$ cat src/rtl/crc_frame_serializer.sv
// Assembles {header, tail} into a frame, where the tail is either a zero field or a supplied CRC,
// then streams the frame one bit per valid/ready beat to the CRC shift engine.
module crc_frame_serializer #(
  parameter int DATA_W    = 4,
  parameter int CRC_W     = 16,
  parameter int MSB_FIRST = 1
) (
  input  logic                      clk,
  input  logic                      rst,
  input  logic                      in_valid,
  output logic                      in_ready,
  input  logic [DATA_W-1:0]         in_data,
  input  logic [CRC_W-1:0]          in_crc,
  input  logic                      append_sel,
  output logic                      out_valid,
  input  logic                      out_ready,
  output logic                      out_bit,
  output logic                      out_last,
  output logic [DATA_W+CRC_W-1:0]   frame_word,
  output logic                      busy
);

  localparam int FRAME_W = DATA_W + CRC_W;
  localparam int CNT_W   = (FRAME_W > 1) ? $clog2(FRAME_W) : 1;

  typedef enum logic {IDLE, SHIFT} state_t;

  state_t               r_state;
  state_t               w_next;
  logic [FRAME_W-1:0]   r_shreg;
  logic [FRAME_W-1:0]   r_frameWord;
  logic [CNT_W-1:0]     r_cnt;
  logic [FRAME_W-1:0]   w_frame;
  logic                 w_accept;
  logic                 w_beat;

  assign w_frame    = {in_data, append_sel ? in_crc : {CRC_W{1'b0}}};
  assign w_accept   = in_valid && in_ready;
  assign w_beat     = out_valid && out_ready;
  assign frame_word = r_frameWord;

  always_ff @(posedge clk or posedge rst) begin
    if (rst) begin
      r_state <= IDLE;
    end else begin
      r_state <= w_next;
    end
  end

  always_comb begin
    w_next = r_state;
    case (r_state)
      IDLE:    if (w_accept) w_next = SHIFT;
      SHIFT:   if (w_beat && out_last) w_next = IDLE;
      default: w_next = IDLE;
    endcase
  end

  // in_ready is gated by rst so every output reads zero while reset is held
  always_comb begin
    in_ready  = (r_state == IDLE) && !rst;
    out_valid = (r_state == SHIFT);
    busy      = (r_state == SHIFT);
    out_last  = (r_state == SHIFT) && (r_cnt == '0);
    out_bit   = (MSB_FIRST != 0) ? r_shreg[FRAME_W-1] : r_shreg[0];
  end

  // Zero fill leaves the shift register empty once a frame has fully drained
  always_ff @(posedge clk or posedge rst) begin
    if (rst) begin
      r_shreg     <= '0;
      r_frameWord <= '0;
      r_cnt       <= '0;
    end else if (w_accept) begin
      r_shreg     <= w_frame;
      r_frameWord <= w_frame;
      r_cnt       <= CNT_W'(FRAME_W - 1);
    end else if (w_beat) begin
      if (MSB_FIRST != 0) begin
        r_shreg <= {r_shreg[FRAME_W-2:0], 1'b0};
      end else begin
        r_shreg <= {1'b0, r_shreg[FRAME_W-1:1]};
      end
      if (r_cnt != '0) begin
        r_cnt <= r_cnt - 1'b1;
      end
    end
  end

endmodule

$ cat config.mk
export PLATFORM = sky130hd
export DESIGN_NAME = crc_frame_serializer
export DESIGN_NICKNAME = d
export VERILOG_FILES = /design/src/rtl/crc_frame_serializer.sv
export SDC_FILE = /design/constraint.sdc
export NUM_CORES = 1
export LEC_CHECK = 0
export ABC_AREA = 0
export CAP_MARGIN = 5
export CORE_MARGIN = 5
export CORE_UTILIZATION = 45
export DETAILED_ROUTE_END_ITERATION = 16
export PLACE_DENSITY = 0.77
export SLEW_MARGIN = 30
export SYNTH_ARGS = -nofsm -noshare
export SYNTH_HDL_FRONTEND = slang
export SYNTH_SLANG_ARGS = --single-unit
$ cat constraint.sdc
create_clock -name clk -period 1.6 [get_ports clk]
set_input_delay 0.4 -clock clk [delete_from_list [all_inputs] [get_ports clk]]
set_output_delay 0.4 -clock clk [all_outputs]
set_load 0.03 [all_outputs]
==> flow_metrics.tcl <==
set metrics [dict create \
    drtIter0Drc 104 \
    p_leak_nw 1.42 \
    worstPathRequired_ps 1200 \
    worstMarginPinSlew_ps 322 \
    totalWireLength_um 4370 \
    portBuffers 49 \
    die_area_sq_um 5720 \
    grt_overflow_total 0 \
    slew_violations 0 \
    setup_viol 1 \
    cp_slowest_cell "dfrtp_1" \
    rr_worst_depth 7 \
    synth_cell_types 24 \
    p_per_area_nw_per_um2 1770 \
    firstDrtPassIters 6 \
    cts_tree "done" \
    worstPathCellList "inv_2 > ha_4 > nor4b_4 > and2_4 > buf_6" \
    die_h_um 75.6 \
    clockBufferDepth 2 \
    synth-seq-area-share_pct 59.4 \
    antenna_found_initial 0 \
    wire_per_inst_um 14.8 \
    clkLatencyLatePin_ps 290 \
    cp-end-kind "primary output" \
    drv_cap 0 \
    syn_avg_cell_area_sq_um 10.7 \
    place_area_sq_um 2580 \
    clock_skew_ps 3.45 \
    slew_headroom_pct 78.6 \
    arrival_ps 1400 \
    syn-cell-area_sq_um 1940 \
    pin_count 50 \
    min_period_ps 1800 \
    crit-reg2reg-launch "r_cnt[1]" \
    cts-root-buf "clkbuf_8" \
    h-tree-depth 2 \
    grt_usage_pct 17.8 \
    min_period_over_period_pct 112 \
    num_rows 23 \
    cts.sinks 46 \
    violations "setup timing" \
    grt_pass1_vias 1612 \
    vias_per_cell 5.04 \
    ys_seq_elements 46 \
    reg2reg_setup_slack_ps 140 \
    worst-path-max-fanout 2 \
    path_clk_slew_ps 80 \
    n_antenna_cell 0 \
    yosys_warnings 0 \
    dieWidth_um 75.6 \
    setup_slack_ps -198 \
    hold_slack_ps 257 \
    syn_nets 207 \
    vias 1491 \
    syn_inst 181 \
    fin_nets 272 \
    grt_pass1_wl_um 7580 \
    grt_max_degree 43 \
    gp_congestion 0.734 \
    drc 0 \
    hold_class "input pin to asynchronous set/reset pin" \
    cts_buffers 5 \
    status "finished, violations left" \
    dpl_worst_slack_ps -206 \
    startpoint_type "register" \
    final_hold_viol_count 0 \
    core_sq_um 4090 \
    area_delta_synth_final_pct 39.3 \
    dpl.hpwl_um 3040 \
    slowest_delay_ps 400 \
    fmax_mhz 556 \
    initial_utilization_pct 47.4 \
    grt_setup_unrepaired "true" \
    r2r-end "r_cnt[2]" \
    yosys-top-cells-area "dfrtp_1 59%, mux2i_1 11%, nand2_1 8.7%" \
    final_cell_area_sq_um 2700 \
    ir_drop_mv 0.825 \
    yosys.area.top_type "dfrtp_1" \
    path_class "register to primary output" \
    ant_nets 0 \
    drive_gt1_share_pct 15.4 \
    yosys.area.top_type_share_pct 59.4 \
]
==> power by group <==
part / switching (mW) / internal [mW] / total (mW) / leakage [nW]
clock network: 0.358 / 0.301 / 0.659 / 0.0383
registers: 0.306 / 1.65 / 1.96 / 0.594
logic: 1.23 / 0.921 / 2.16 / 0.791
==> kinds of logic after synthesis <==
kind of cell | count (synthesis) | share of synthesized area [%]
flops | 46 | 59.4
simple gates | 73 | 17.0
compound gates | 25 | 7.42
fa+ha+maj | 1 | 0.645
buf+inv | 14 | 4.26
xor+xnor | 1 | 0.452
mux | 21 | 10.8
==> layer usage <==
| metal | part of all wire, % | global-route usage, % |
|---|---|---|
| met2 | 45 | 26.3 |
| met3 | 6.3 | 5.01 |
| met5 | 0 | 0 |
| met4 | 1.3 | 5.83 |
| met1 | 48 | 25.6 |
==> flip-flops by register name, indices dropped and copies added, names as in the netlist <==
name,count
busy,1
frame_word,20
r_cnt,5
r_shreg,20
==> worst max path at each step <==
| stage | startpoint | end | slack, ps | cells past startpoint |
|---|---|---|---|---|
| final | r_cnt[1] | out_last | -200 | 5 |
| after global routing | r_cnt[0] | out_last | -280 | 5 |
| after CTS | r_cnt[0] | out_last | -250 | 5 |
| after detailed placement | in_valid | frame_word[13] | -210 | 5 |
| after global placement | in_valid | frame_word[8] | -190 | 5 |
| after floorplan | r_cnt[0] | out_last | 40 | 4 |
==> Yosys cell counts <==
cell / instances
o21ai_0: 19
o31ai_1: 2
nor3b_2: 1
nor3_1: 1
nor4b_2: 1
a31o_2: 1
nor2b_1: 1
or3b_1: 1
ha_1: 1
mux2i_1: 21
and2_1: 1
nand3_1: 17
xnor2_1: 1
a21o_1: 2
and3_1: 1
clkbuf_1: 3
dfrtp_1: 46
buf_4: 3
a32o_1: 1
nor2_1: 4
inv_1: 3
buf_2: 3
nand2_1: 45
buf_6: 2
==> timing repair <==
action,CTS,global route
buffers inserted,3,2
setup endpoints to repair,23,4
hold buffers,0,0
gates resized for setup,27,4
pin swaps,2,1
==> cell type report <==
cell class                 instances  area, sq um
sequential                        46         1150
inverter                           3         11.3
timing repair buffer              69          661
multi-input combinational        121          737
fill                             330         1390
clock buffer                       7         76.3
tap                               50         62.6
==> critical path, delay by kind of cell, from the launching register on <==
kind | cells | cell delay (ps)
fa+ha+maj | 1 | 130
buf+inv | 2 | 190
flops | 1 | 400
simple gates | 2 | 390
==> metrics by stage <==
stage / std cells / setup TNS (ps) / power (mW) / util [%]
2_1_floorplan: 181 / 0 / 3.25 / -
4_1_cts: 294 / -254 / 4.75 / 65.4
3_5_place_dp: 284 / -7360 / 4.19 / 63.1
3_3_place_gp: 284 / -6680 / 4.13 / 63.1
6_report: 296 / -198 / 4.77 / 66.0
5_1_grt: 296 / -284 / 5.14 / 66.0
==> placed cells by master (no fill, tap or decap) <==
master / n
and3_1: 1
nor3b_4: 1
nor4b_4: 1
clkbuf_1: 2
clkbuf_8: 5
dfrtp_1: 46
nor2_2: 1
ha_4: 1
and2_4: 1
mux2i_1: 21
xnor2_1: 1
nor3_1: 1
o31ai_1: 2
buf_4: 18
or3b_1: 1
inv_2: 3
a32o_1: 1
buf_6: 2
nand3_1: 17
nor2b_1: 1
o21ai_0: 19
buf_12: 4
nand2_1: 45
dlygate4sd2_1: 22
a21o_1: 2
nor2_1: 3
a31o_2: 1
clkdlybuf4s50_1: 23
Power figures use the tool's default switching activity.
